[src/rtl/spi_cmd_pkg.sv]
// Shared definitions for the SPI command decoder: command codes, FSM state
// type, config block size and the power-up LED timing values.
package spi_cmd_pkg;

    localparam logic [7:0] CMD_CONF_WR = 8'h2A;
    localparam logic [7:0] CMD_DATA_WR = 8'h2C;

    // Number of payload bytes in one config block (t0h, t0l, t1h, t1l).
    localparam int CONF_BYTES = 4;

    localparam logic [7:0] T0H_RST = 8'h0A;
    localparam logic [7:0] T0L_RST = 8'h1E;
    localparam logic [7:0] T1H_RST = 8'h1E;
    localparam logic [7:0] T1L_RST = 8'h0A;

    typedef enum logic [1:0] {
        ST_IDLE    = 2'd0,
        ST_CONF    = 2'd1,
        ST_DATA    = 2'd2,
        ST_DISCARD = 2'd3
    } state_e;

endpackage

[src/rtl/cs_edge_sync.sv]
// Brings the raw SPI chip-select into the clk_in domain with a 2-flop
// synchroniser and flags its rising edge (end of frame). All three flops
// reset to 1 so that an idle (high) chip-select produces no edge.
module cs_edge_sync (
    input  logic clk_in,
    input  logic rst_in,
    input  logic cs_n_in,
    output logic cs_rise_out
);

    logic sync1_q;
    logic sync2_q;
    logic prev_q;

    // Synchroniser chain plus one history flop for edge detection.
    // NOTE: state flops use non-blocking assignments so every flop samples
    // the pre-edge value of its neighbour, which is what makes a shift chain.
    always_ff @(posedge clk_in or posedge rst_in) begin
        if (rst_in) begin
            sync1_q <= 1'b1;
            sync2_q <= 1'b1;
            prev_q  <= 1'b1;
        end else begin
            sync1_q <= cs_n_in;
            sync2_q <= sync1_q;
            prev_q  <= sync2_q;
        end
    end

    // Edge is a function of flops only, so it is glitch-free.
    assign cs_rise_out = sync2_q & ~prev_q;

endmodule

[src/rtl/spi_cmd_decoder.sv]
// Byte-level command decoder behind the SPI slave receiver. The first byte
// of each chip-select frame selects config writes (four LED timing
// registers) or sequential pixel RAM writes; other commands are discarded.
// Optional feature: define CMD_ERR_CNT_EN to add a saturating error counter
// (unknown commands and bytes dropped by DATA overflow) on err_cnt_out.
module spi_cmd_decoder
    import spi_cmd_pkg::*;
#(
    parameter int RAM_DEPTH = 1024,
    parameter int ADDR_W    = $clog2(RAM_DEPTH)
) (
    input  logic              clk_in,
    input  logic              rst_in,
    input  logic              spi_cs_n_in,
    input  logic              byte_rdy_in,
    input  logic [7:0]        byte_data_in,
    output logic              ram_wr_en_out,
    output logic [ADDR_W-1:0] ram_wr_addr_out,
    output logic [7:0]        ram_wr_data_out,
    output logic [7:0]        conf_t0h_out,
    output logic [7:0]        conf_t0l_out,
    output logic [7:0]        conf_t1h_out,
    output logic [7:0]        conf_t1l_out,
    output logic              conf_done_out,
    output logic              frame_done_out,
    output logic [ADDR_W:0]   data_len_out
`ifdef CMD_ERR_CNT_EN
    ,
    output logic [7:0]        err_cnt_out
`endif
);

    localparam int              CONF_IDX_W = $clog2(CONF_BYTES);
    localparam logic [CONF_IDX_W-1:0] CONF_LAST = CONF_IDX_W'(CONF_BYTES - 1);
    // Length value at which the RAM is full and further bytes are dropped.
    localparam logic [ADDR_W:0] LEN_MAX    = (ADDR_W + 1)'(RAM_DEPTH);

    logic cs_rise;

    state_e                state_q,      state_d;
    logic [CONF_IDX_W-1:0] conf_idx_q,   conf_idx_d;
    logic [ADDR_W:0]       len_q,        len_d;
    logic                  wr_en_q,      wr_en_d;
    logic [ADDR_W-1:0]     wr_addr_q,    wr_addr_d;
    logic [7:0]            wr_data_q,    wr_data_d;
    logic [7:0]            t0h_q,        t0h_d;
    logic [7:0]            t0l_q,        t0l_d;
    logic [7:0]            t1h_q,        t1h_d;
    logic [7:0]            t1l_q,        t1l_d;
    logic                  conf_done_q,  conf_done_d;
    logic                  frame_done_q, frame_done_d;
    logic [ADDR_W:0]       data_len_q,   data_len_d;

    cs_edge_sync u_cs_sync (
        .clk_in      (clk_in),
        .rst_in      (rst_in),
        .cs_n_in     (spi_cs_n_in),
        .cs_rise_out (cs_rise)
    );

    // Next-state and output decode; a frame end overrides any byte strobe.
    // NOTE: every variable gets a default before the branches, so no path
    // leaves one unassigned and no latch is inferred.
    always_comb begin
        state_d      = state_q;
        conf_idx_d   = conf_idx_q;
        len_d        = len_q;
        wr_en_d      = 1'b0;
        wr_addr_d    = wr_addr_q;
        wr_data_d    = wr_data_q;
        t0h_d        = t0h_q;
        t0l_d        = t0l_q;
        t1h_d        = t1h_q;
        t1l_d        = t1l_q;
        conf_done_d  = 1'b0;
        frame_done_d = 1'b0;
        data_len_d   = data_len_q;

        if (cs_rise) begin
            state_d = ST_IDLE;
            if (state_q == ST_DATA) begin
                frame_done_d = 1'b1;
                data_len_d   = len_q;
            end
        end else if (byte_rdy_in) begin
            case (state_q)
                ST_IDLE: begin
                    if (byte_data_in == CMD_CONF_WR) begin
                        state_d    = ST_CONF;
                        conf_idx_d = '0;
                    end else if (byte_data_in == CMD_DATA_WR) begin
                        state_d   = ST_DATA;
                        len_d     = '0;
                        wr_addr_d = '0;
                    end else begin
                        state_d = ST_DISCARD;
                    end
                end
                ST_CONF: begin
                    case (conf_idx_q)
                        2'd0:    t0h_d = byte_data_in;
                        2'd1:    t0l_d = byte_data_in;
                        2'd2:    t1h_d = byte_data_in;
                        default: t1l_d = byte_data_in;
                    endcase
                    if (conf_idx_q == CONF_LAST) begin
                        conf_done_d = 1'b1;
                        state_d     = ST_IDLE;
                    end else begin
                        conf_idx_d = conf_idx_q + 1'b1;
                    end
                end
                ST_DATA: begin
                    // Once full, the address holds and bytes are dropped.
                    if (len_q != LEN_MAX) begin
                        wr_en_d   = 1'b1;
                        wr_addr_d = len_q[ADDR_W-1:0];
                        wr_data_d = byte_data_in;
                        len_d     = len_q + 1'b1;
                    end
                end
                default: ;
            endcase
        end
    end

    // State and output registers; reset restores every output immediately.
    always_ff @(posedge clk_in or posedge rst_in) begin
        if (rst_in) begin
            state_q      <= ST_IDLE;
            conf_idx_q   <= '0;
            len_q        <= '0;
            wr_en_q      <= 1'b0;
            wr_addr_q    <= '0;
            wr_data_q    <= 8'h00;
            t0h_q        <= T0H_RST;
            t0l_q        <= T0L_RST;
            t1h_q        <= T1H_RST;
            t1l_q        <= T1L_RST;
            conf_done_q  <= 1'b0;
            frame_done_q <= 1'b0;
            data_len_q   <= '0;
        end else begin
            state_q      <= state_d;
            conf_idx_q   <= conf_idx_d;
            len_q        <= len_d;
            wr_en_q      <= wr_en_d;
            wr_addr_q    <= wr_addr_d;
            wr_data_q    <= wr_data_d;
            t0h_q        <= t0h_d;
            t0l_q        <= t0l_d;
            t1h_q        <= t1h_d;
            t1l_q        <= t1l_d;
            conf_done_q  <= conf_done_d;
            frame_done_q <= frame_done_d;
            data_len_q   <= data_len_d;
        end
    end

`ifdef CMD_ERR_CNT_EN
    logic       err_inc;
    logic [7:0] err_cnt_q;

    // Error events: unknown command byte, or a byte dropped by a full RAM.
    always_comb begin
        err_inc = 1'b0;
        if (byte_rdy_in && !cs_rise) begin
            if (state_q == ST_IDLE &&
                byte_data_in != CMD_CONF_WR && byte_data_in != CMD_DATA_WR)
                err_inc = 1'b1;
            if (state_q == ST_DATA && len_q == LEN_MAX)
                err_inc = 1'b1;
        end
    end

    // Saturating error counter.
    always_ff @(posedge clk_in or posedge rst_in) begin
        if (rst_in)
            err_cnt_q <= 8'h00;
        else if (err_inc && err_cnt_q != 8'hFF)
            err_cnt_q <= err_cnt_q + 8'h01;
    end

    assign err_cnt_out = err_cnt_q;
`endif

    assign ram_wr_en_out   = wr_en_q;
    assign ram_wr_addr_out = wr_addr_q;
    assign ram_wr_data_out = wr_data_q;
    assign conf_t0h_out    = t0h_q;
    assign conf_t0l_out    = t0l_q;
    assign conf_t1h_out    = t1h_q;
    assign conf_t1l_out    = t1l_q;
    assign conf_done_out   = conf_done_q;
    assign frame_done_out  = frame_done_q;
    assign data_len_out    = data_len_q;

endmodule
[config.mk]
export PLATFORM = sky130hd
export DESIGN_NAME = spi_cmd_decoder
export DESIGN_NICKNAME = d
export VERILOG_FILES = /design/src/rtl/spi_cmd_pkg.sv /design/src/rtl/cs_edge_sync.sv /design/src/rtl/spi_cmd_decoder.sv
export SDC_FILE = /design/constraint.sdc
export NUM_CORES = 1
export LEC_CHECK = 0
export CAP_MARGIN = 20
export CORE_MARGIN = 1
export CORE_UTILIZATION = 43
export CTS_BUF_LIST = sky130_fd_sc_hd__clkbuf_16
export DETAILED_ROUTE_END_ITERATION = 10
export PLACE_DENSITY_LB_ADDON = 0.3
export REMOVE_ABC_BUFFERS = 1
export SLEW_MARGIN = 20
export SYNTH_ARGS = -nofsm -noshare
export SYNTH_HDL_FRONTEND = slang
export SYNTH_SLANG_ARGS = --single-unit
[constraint.sdc]
create_clock -name clk_in -period 3.59 [get_ports clk_in]
set_clock_uncertainty 0.1 [all_clocks]
set_input_delay 0.359 -clock clk_in [delete_from_list [all_inputs] [get_ports clk_in]]
set_output_delay 0.359 -clock clk_in [all_outputs]
set_load 0.02 [all_outputs]
==> results.md, run 1 <==
- Status: finished clean
- CTS tree: built
- Clock Sinks: 82
- Final worst setup slack: 1300 ps
- Number of diodes: 0
- Io pins: 76
- Rel. slew slack: 49.2%
- Total GRT Usage: 18.4%
- Crit start category: flop
- Hold Crit Class: flop to flop
- GP Congestion: 0.799
- Ys flop type: dfrtp_1
- Final hold slack: 259 ps
- Sequential element share of the synthesized area: 57.6%
- Yosys top cell area share: 46.6%
- Worst path required time: 3700 ps
- Final Hold Viols: 0
- Warnings from Yosys: 0
- Leak: 2.04 nW
- Max Cap Violations: 0
- Crit path arrival time: 2400 ps
- # setup viols final: 0
- WL final: 7370 um
- DRC: 0
- Setup WS pre-CTS: 1020 ps
- Peak VDD IR: 0.000435 V
- Starting Density: 45.4%
- # rows: 32
- Power Density: 897 nW/um^2
- Chip width: 93.5 um
- CP max FO: 14
- Yosys reg bits: 82
- Grt total ovfl: 0
- IO buf count: 75
- HPWL Detailed: 5080 um
- Hold bufs inserted after CTS: 0
- First-pass GRT wire length: 12200 um
- Cells after Synth: 259
- Clock Path Buffers: 2
- Max Fclk: 437 MHz
- Avg WL per Cell: 16.5 um
- Area of the multi-input gates: 1420 um^2
- Final worst path period need: 2290 ps
- Worst setup path category: flop to flop
- Most common cell after layout, fill and taps aside: clkdlybuf4s50_1
- Die area: 8740 um^2
- Die height: 93.5 um
- Crit path capture type: flop
- Share of cells above drive strength 1: 29.6%
- Pre-antenna DRT Iters: 5
- Num CTS Buffers: 9
- Fin crit share: 63.7%
- Count of unique library cells instantiated by Yosys: 47
- Via density: 5.27
- Antenna violations before repair: 0
- RSZ-0062 raised after global routing: false
- Yosys top cell by area: dfrtp_1
- Postcts setup bufs: 0
- Fin. max-slew vios: 0
- Final ANT Viol Nets: 0
- EDFF count, synth: 0
- Most frequent cells in the layout: clkdlybuf4s50_1, dfrtp_1, mux2_2
- Worst-path clk slew: 60 ps
- Synth area leaders: dfrtp_1, mux2_2, dfstp_2, ha_1, a22o_1
- Asr flop ratio synth: 100%
- Clk_lat worst skew: 330 ps
- Post-CTS resize count: 0
- Layout net count: 359
- H-tree depth: 3
- Via count: 2356
- Syn avg cell area: 13.9 um^2
- Root Driver: clkbuf_16
- Worst Max-Slew Pin Slew: 762 ps
- Setup TNS: 0 ps
- Vias in the first global route: 2357
- Area growth, synth to finish: 33.2%
- Fill cell count: 619
- Mapped cell area: 3600 um^2
- Register Area: 2070 um^2
- Core region area: 7930 um^2
- Largest net degree at the start of global routing: 63
- Initial drt markers: 125
## logic make-up (layout without fill, tap and decap cells)
group | Yosys count | in the layout | synth area share, %
adders and majority gates | 7 | 7 | 2.43
DFF | 82 | 82 | 57.6
xor gates and xnor gates | 1 | 1 | 0.244
muxes | 56 | 56 | 17.4
AOI/OAI and AO/OA | 37 | 37 | 8.73
buffers and inverters | 23 | 109 | 3.13
and+or+nand+nor | 53 | 53 | 10.5
## metrics by stage
| step | util [%] | cells | power [W] | area (um^2) |
|---|---|---|---|---|
| 2_1_floorplan | - | 252 | 0.00248 | 3540 |
| 3_3_place_gp | 56.0 | 431 | 0.00323 | 4440 |
| 3_5_place_dp | 56.0 | 431 | 0.00326 | 4440 |
| 4_1_cts | 60.4 | 447 | 0.00434 | 4790 |
| 5_1_grt | 60.4 | 447 | 0.00451 | 4790 |
| 6_report | 60.4 | 447 | 0.00430 | 4790 |
## flip-flops by register name, summed over array words and instances (netlist names)
register           cells
u_cs_sync.sync2_q      1
conf_t0l_out           8
u_cs_sync.prev_q       1
conf_idx_q             2
conf_t1h_out           8
conf_done_out          1
len_q                 11
frame_done_out         1
conf_t1l_out           8
ram_wr_addr_out       10
data_len_out          11
u_cs_sync.sync1_q      1
ram_wr_en_out          1
conf_t0h_out           8
state_q                2
ram_wr_data_out        8
## cell usage after synthesis (2+ instances only)
cell type and number:
buf_6 2, o21ai_0 3, nand2b_1 4, inv_1 15
ha_1 7, nor4b_4 2, mux2_1 4, a22o_1 7
buf_2 3, o21a_1 2, nor2b_1 4, nor4_1 3
o21ai_1 3, nor3_1 5, a31oi_1 6, dfstp_2 15
dfrtp_1 67, nand3_1 10, nor2_1 5, mux2i_1 3
nand2_1 6, nand4_1 2, a21oi_1 4, nand2_2 4
o211ai_1 2, o211ai_2 2, mux2_2 49
## worst paths after layout
| check | cells after the start | from | slack [ps] | endpoint |
|---|---|---|---|---|
| min in group asynchronous | 2 | rst_in | 410 | ram_wr_data_out[4]$_DFFE_PP0P_ |
| setup reg to reg | 4 | state_q[1]$_DFFE_PP0P_ | 1300 | ram_wr_addr_out[5]$_DFFE_PP0P_ |
| hold reg to reg | 0 | u_cs_sync.sync1_q$_DFF_PP1_ | 260 | u_cs_sync.sync2_q$_DFF_PP1_ |
| max in group asynchronous | 3 | rst_in | 2300 | data_len_out[4]$_DFFE_PP0P_ |
| setup / recovery | 4 | state_q[1]$_DFFE_PP0P_ | 1300 | ram_wr_addr_out[5]$_DFFE_PP0P_ |
| hold / removal | 0 | u_cs_sync.sync1_q$_DFF_PP1_ | 260 | u_cs_sync.sync2_q$_DFF_PP1_ |
## power breakdown
part / switching (W) / total, W / internal, W
Sequential: 0.000286 / 0.00161 / 0.00133
Combinational: 0.000778 / 0.00162 / 0.000843
Clock: 0.000376 / 0.00106 / 0.000687
Total: 0.00144 / 0.00430 / 0.00286
## cell type report
class / count / share of cell area, %
well taps: 102 / 2.66
inverters: 16 / 1.31
clock inverters: 7 / 2.58
repair buffers: 77 / 16.0
multi-input cells: 154 / 29.6
clock buffers: 9 / 4.70
flip-flops and latches: 82 / 43.2
## worst max-delay path: stages (launching register included)
cell       delay (ps)
dfrtp_1           430
nor2b_2           300
and3_1            640
o2bb2ai_4         330
mux2_1            370
## layer usage
metal / track usage (%) / vias up / routed length (um) / share of wire, %
met4: 7.18 / 0 / 89 / 1.2
met1: 25.3 / 1192 / 3450 / 47
met3: 4.15 / 6 / 302 / 4.1
li1: - / 1108 / - / -
met2: 28.2 / 50 / 3520 / 48
met5: 0 / - / 0 / 0
Note: power is estimated with default switching activity, not from simulation.
==> inputs of run 2 (changes only) <==
Clock period 3.59 ns to 2 ns, I/O delays scaled along.
==> run 2 against run 1 <==
Compared with the run above: die area unchanged; critical path depth did not move; first-iteration DRC count fell by 29%; non-clock buffer count increased by 26; register-to-register slack worse by 1100 ps; flip-flop and latch count unchanged; setup slack lost 1100 ps; total power is 77% higher; fmax increased by 25%; final cell count increased by 5.8%; via count grew 4.2%; clock power is 56% higher; largest power group unchanged.
==> results.md, run 2 (same netlist as run 1, synthesis figures left out) <==
- Status: finished clean
- Worst-path clk slew: 60 ps (about the same)
- Total GRT Usage: 19.8% (+1.5 points)
- Max Cap Violations: 0 (unchanged)
- Peak VDD IR: 0.000790 V (+82%)
- Final Hold Viols: 0 (unchanged)
- Worst R2R Start: len_q[6]$_DFFE_PP0P_
- Root Driver: clkbuf_16
- CP max stage delay: 410 ps (-230 ps)
- Antenna violations before repair: 0 (unchanged)
- Clock Sinks: 82 (unchanged)
- Sequential power share: 37.1% (-0.4 points)
- Worst Max-Slew Pin Slew: 509 ps (-254 ps)
- Chip width: 93.5 um (unchanged)
- DRC: 0 (unchanged)
- GP Congestion: 0.804 (+0.65%)
- Hold bufs inserted after CTS: 0 (unchanged)
- Worst path required time: 2120 ps (-1580 ps)
- Via density: 5.19 (-1.6%)
- Uppermost routed layer: met4
- CP max FO: 10 (-4)
- Fin. max-slew vios: 0 (unchanged)
- Starting Density: 45.4% (unchanged)
- IO buf count: 75 (unchanged)
- Final worst path period need: 1830 ps (-453 ps)
- Placed cells: 457 (+6.0%)
- Grt total ovfl: 0 (unchanged)
- Hold Crit Class: input pin to async pin
- Avg WL per Cell: 16.6 um (+0.89%)
- CP startpoint: len_q[6]$_DFFE_PP0P_
- Post-CTS resize count: 0 (unchanged)
- Switch Pwr: 0.00264 W (+83%)
- H-tree depth: 3 (unchanged)
- Max Fclk: 545 MHz (+25%)
- Core region area: 7930 um^2 (unchanged)
- Crit path capture type: flop
- Die area: 8740 um^2 (unchanged)
- # rows: 32 (unchanged)
- Setup WS pre-CTS: -61.7 ps (-1090 ps)
- WP buf/inv: 0 (unchanged)
- Final worst setup slack: 165 ps (-1140 ps)
- Most frequent cells in the layout: clkdlybuf4s50_1, dfrtp_1, mux2_2
- Crit path arrival time: 1950 ps (-450 ps)
- Die height: 93.5 um (unchanged)
- Clock Path Buffers: 2 (unchanged)
- WL final: 7860 um (+6.8%)
- DR WL met2: 3930 um (+12%)
- M1 WL: 3530 um (+2.1%)
- Sw frac: 34.7% (+1.2 points)
- Worst setup path category: flop to flop
- Vias in the first global route: 2536 (+7.6%)
- Initial drt markers: 89 (-29%)
- Area growth, synth to finish: 37.9%
- Power Density: 1530 nW/um^2 (+71%)
- # setup viols final: 0 (unchanged)
- Most common cell after layout, fill and taps aside: clkdlybuf4s50_1
- Worst path slowest cell: nor4_2
- Rel. slew slack: 66.1% (+17 points)
- Fin crit share: 91.7% (+28 points)
- Crit start category: flop
- Pint: 0.00497 W (+74%)
- Finished Layout Cells: 473 (+5.8%)
- Final hold slack: 103 ps (-156 ps)
- Final ANT Viol Nets: 0 (unchanged)
- Comb pwr share: 41.2% (+3.5 points)
- Via count: 2454 (+4.2%)
- Share of cells above drive strength 1: 34.2% (+4.7 points)
- HPWL Detailed: 5690 um (+12%)
- Io pins: 76 (unchanged)
- Num CTS Buffers: 9 (unchanged)
- Crit path cell chain: nor4_2, nand4_4, nand2_4, mux2_2
- First-pass GRT wire length: 13000 um (+7.1%)
- Clk_lat worst skew: 330 ps (about the same)
- Cell family with most CP delay: simple AND/OR/NAND/NOR gates
- Postcts setup bufs: 0 (unchanged)
- Met3 routed WL: 310 um (+2.6%)
- CTS tree: built
- Setup TNS: 0 ps (unchanged)
- Layout net count: 385 (+7.2%)
- RSZ-0062 raised after global routing: false
- Clk pwr share: 21.7% (-3.0 points)
- Pre-antenna DRT Iters: 4 (-1)
- Leak: 2.15 nW (+5.5%)
- Number of diodes: 0 (unchanged)
- Largest net degree at the start of global routing: 35 (-44%)
[run 2: changes by cell type in the layout (fill, tap and decap cells not counted), moves of 2 or more]
cell	delta
buf_4	+24
clkinv_2	+2
bufinv_16	-2
buf_12	+2
[run 2: final timing paths]
check | end | slack, ps | cells past startpoint
max | ram_wr_data_out[6]$_DFFE_PP0P_ | 170 | 4
min | ram_wr_data_out[6]$_DFFE_PP0P_ | 100 | 2
max reg2reg | ram_wr_data_out[6]$_DFFE_PP0P_ | 170 | 4
min reg2reg | u_cs_sync.sync2_q$_DFF_PP1_ | 260 | 0
max in group asynchronous | u_cs_sync.sync2_q$_DFF_PP1_ | 1120 | 3
min in group clk_in | u_cs_sync.sync1_q$_DFF_PP1_ | 180 | 1
[run 2: layout make-up]
type                    instances  area [um^2]
fillers                       613         2970
flip-flops and latches         82         2070
multi-input cells             154         1410
repair buffers                103          986
clock buffers                   9          225
well taps                     102          128
clock inverters                 7         76.3
inverters                      16         61.3
[run 2: metal layers]
| metal | GRT usage (%) | up-vias |
|---|---|---|
| met5 | 0 | - |
| met2 | 32.8 | 50 |
| met3 | 4.96 | 8 |
| met4 | 6.54 | 0 |
| met1 | 25.5 | 1240 |
| li1 | - | 1156 |
[run 2: stage by stage]
| step | utilization [%] | power [W] | area (um^2) |
|---|---|---|---|
| 2_1_floorplan | - | 0.00445 | 3540 |
| 3_3_place_gp | 58.8 | 0.00592 | 4660 |
| 3_5_place_dp | 58.8 | 0.00600 | 4660 |
| 4_1_cts | 62.6 | 0.00768 | 4960 |
| 5_1_grt | 62.6 | 0.00800 | 4960 |
| 6_report | 62.6 | 0.00761 | 4960 |
[run 2: power by group through the flow]
stage / clock network (W) / registers [W] / logic (W)
3_5_place_dp: 0 / 0.00285 / 0.00315
2_1_floorplan: 0 / 0.00349 / 0.000955
4_1_cts: 0.00168 / 0.00283 / 0.00317
3_3_place_gp: 0 / 0.00282 / 0.00309
6_report: 0.00165 / 0.00282 / 0.00314
5_1_grt: 0.00176 / 0.00291 / 0.00333
==> inputs of run 3 (changes only) <==
Settings changed: ABC_AREA set to 0, RECOVER_POWER set to 100.
==> run 3 against run 2 <==
Compared with the run above: via count shrank 1.1%; fmax shrank 1.9%; non-clock buffer count is the same; total power shrank 3.4%; die area is the same; setup slack lost 36 ps; register-to-register slack lost 40 ps; critical endpoint is now conf_t1l_out[5]$_DFFE_PP0P_; critical path depth is the same.
==> results.md, run 3 (same netlist as run 1, synthesis figures left out) <==
- Number of diodes: 0 (unchanged)
- Most frequent cells in the layout: dfrtp_1, dlygate4sd3_1, mux2_2
- Antenna violations before repair: 0 (unchanged)
- Worst Max-Slew Pin Slew: 1290 ps (+777 ps)
- CP max stage delay: 550 ps (+140 ps)
- IO buf count: 75 (unchanged)
- Hold bufs inserted after CTS: 0 (unchanged)
- Num CTS Buffers: 9 (unchanged)
- Share of cells above drive strength 1: 33.2% (-1.1 points)
- Setup WS pre-CTS: -61.7 ps (unchanged)
- Final worst setup slack: 129 ps (-36.1 ps)
- Starting Density: 45.4% (unchanged)
- Finished Cell Area: 4910 um^2 (-0.93%)
- Grt total ovfl: 0 (unchanged)
- CP max FO: 8 (-2)
- First-pass GRT wire length: 13000 um (unchanged)
- Most common cell after layout, fill and taps aside: dfrtp_1
- WL final: 7850 um (-0.20%)
- Vias in the first global route: 2536 (unchanged)
- Via count: 2428 (-1.1%)
- CTS tree: built
- Root Driver: clkbuf_16
- Crit start category: flop
- # rows: 32 (unchanged)
- Crit path arrival time: 1990 ps (+40 ps)
- Via density: 5.13 (-1.1%)
- Worst path slowest cell: dfstp_1
- Core region area: 7930 um^2 (unchanged)
- Status: finished clean
- Crit path cell chain: nor2b_1, nor3_4, nand2_1, mux2_2
- Worst path required time: 2120 ps (about the same)
- Fin. max-slew vios: 0 (unchanged)
- Max Cap Violations: 0 (unchanged)
- Total GRT Usage: 19.8% (unchanged)
- Max Fclk: 535 MHz (-1.9%)
- Clock Sinks: 82 (unchanged)
- Clock Path Buffers: 2 (unchanged)
- GP Congestion: 0.804 (unchanged)
- Worst-path clk slew: 60 ps (about the same)
- Layout net count: 385 (unchanged)
- R2R setup slack: 130 ps (-40 ps)
- Final worst path period need: 1870 ps (+36.1 ps)
- Fill cell count: 624 (+1.8%)
- Fin crit share: 93.5% (+1.8 points)
- Largest net degree at the start of global routing: 35 (unchanged)
- Pre-antenna DRT Iters: 4 (unchanged)
- Power Density: 1500 nW/um^2 (-2.5%)
- WP buf/inv: 0 (unchanged)
- Initial drt markers: 103 (+16%)
- Io pins: 76 (unchanged)
- Crit path capture type: flop
- Postcts setup bufs: 0 (unchanged)
- Post-CTS resize count: 0 (unchanged)
- Die height: 93.5 um (unchanged)
- # setup viols final: 0 (unchanged)
- Avg WL per Cell: 16.6 um (-0.20%)
- Placement Cell Area: 4660 um^2 (unchanged)
- Final Hold Viols: 0 (unchanged)
- DRC: 0 (unchanged)
- Leak: 2.25 nW (+4.3%)
- HPWL Detailed: 5690 um (unchanged)
- Clk_lat worst skew: 330 ps (about the same)
- RSZ-0062 raised after global routing: false
- Hold Crit Class: flop to flop
- Peak VDD IR: 0.000762 V (-3.5%)
- Cell family with most CP delay: simple AND/OR/NAND/NOR gates
- Area growth, synth to finish: 36.6%
- Setup TNS: 0 ps (unchanged)
- Worst setup path category: flop to flop
- Chip width: 93.5 um (unchanged)
- Die area: 8740 um^2 (unchanged)
- H-tree depth: 3 (unchanged)
- Rel. slew slack: 13.8% (-52 points)
- Final ANT Viol Nets: 0 (unchanged)
## run 3: cell count changes in the layout (fill, tap and decap cells not counted), sizes merged
cell	before	now
buf	28	26
clkbuf	9	11
clkdlybuf4s50	75	9
clkinv	3	2
clkinvlp	2	3
dlygate4sd3	0	66
## run 3: per-layer routing
| metal | track usage [%] | up-vias | share of wire (%) |
|---|---|---|---|
| met2 | 32.8 | 42 | 50 |
| met4 | 6.54 | 0 | 1.7 |
| met1 | 25.5 | 1223 | 45 |
| met3 | 4.96 | 9 | 3.5 |
| met5 | 0 | - | 0 |
| li1 | - | 1154 | - |
## run 3: final timing paths
kind	start	endpoint	cells after the start
min in group asynchronous	rst_in	ram_wr_data_out[6]$_DFFE_PP0P_	2
hold reg to reg	u_cs_sync.sync1_q$_DFF_PP1_	u_cs_sync.sync2_q$_DFF_PP1_	0
hold / removal	u_cs_sync.sync1_q$_DFF_PP1_	u_cs_sync.sync2_q$_DFF_PP1_	0
setup / recovery	u_cs_sync.sync2_q$_DFF_PP1_	conf_t1l_out[5]$_DFFE_PP0P_	4
max in group asynchronous	rst_in	u_cs_sync.sync1_q$_DFF_PP1_	3
setup reg to reg	u_cs_sync.sync2_q$_DFF_PP1_	conf_t1l_out[5]$_DFFE_PP0P_	4
## run 3: where the power goes
part / switching [W] / leakage, nW / internal (W)
clock: 0.000675 / 0.142 / 0.000975
combinational: 0.00151 / 1.10 / 0.00140
sequential: 0.000414 / 1.01 / 0.00238
total: 0.00260 / 2.25 / 0.00476
## run 3: worst register-to-register path, delay by kind of cell, from the launching register on
kind             cells  cell delay, ps
flip-flops           1             550
multiplexers         1             400
AND/OR/NAND/NOR      3             710
## run 3: area by class of cell
class | count | area, um^2 | share of cell area (%)
Inverter | 16 | 61.3 | 1.25
Sequential cell | 82 | 2070 | 42.1
Timing Repair Buffer | 103 | 986 | 20.1
Clock buffer | 9 | 225 | 4.58
Tap cell | 102 | 128 | 2.60
Clock inverter | 7 | 76.3 | 1.55
Multi-Input combinational cell | 154 | 1370 | 27.8
## run 3: stage by stage
stage	power [W]	instances	hold slack, ps	utilization [%]
after global routing	0.00775	473	273	62.0
after floorplan	0.00445	252	104	-
final	0.00736	473	264	62.0
after CTS	0.00768	473	120	62.6
after detailed placement	0.00600	457	249	58.8
after global placement	0.00592	457	249	58.8
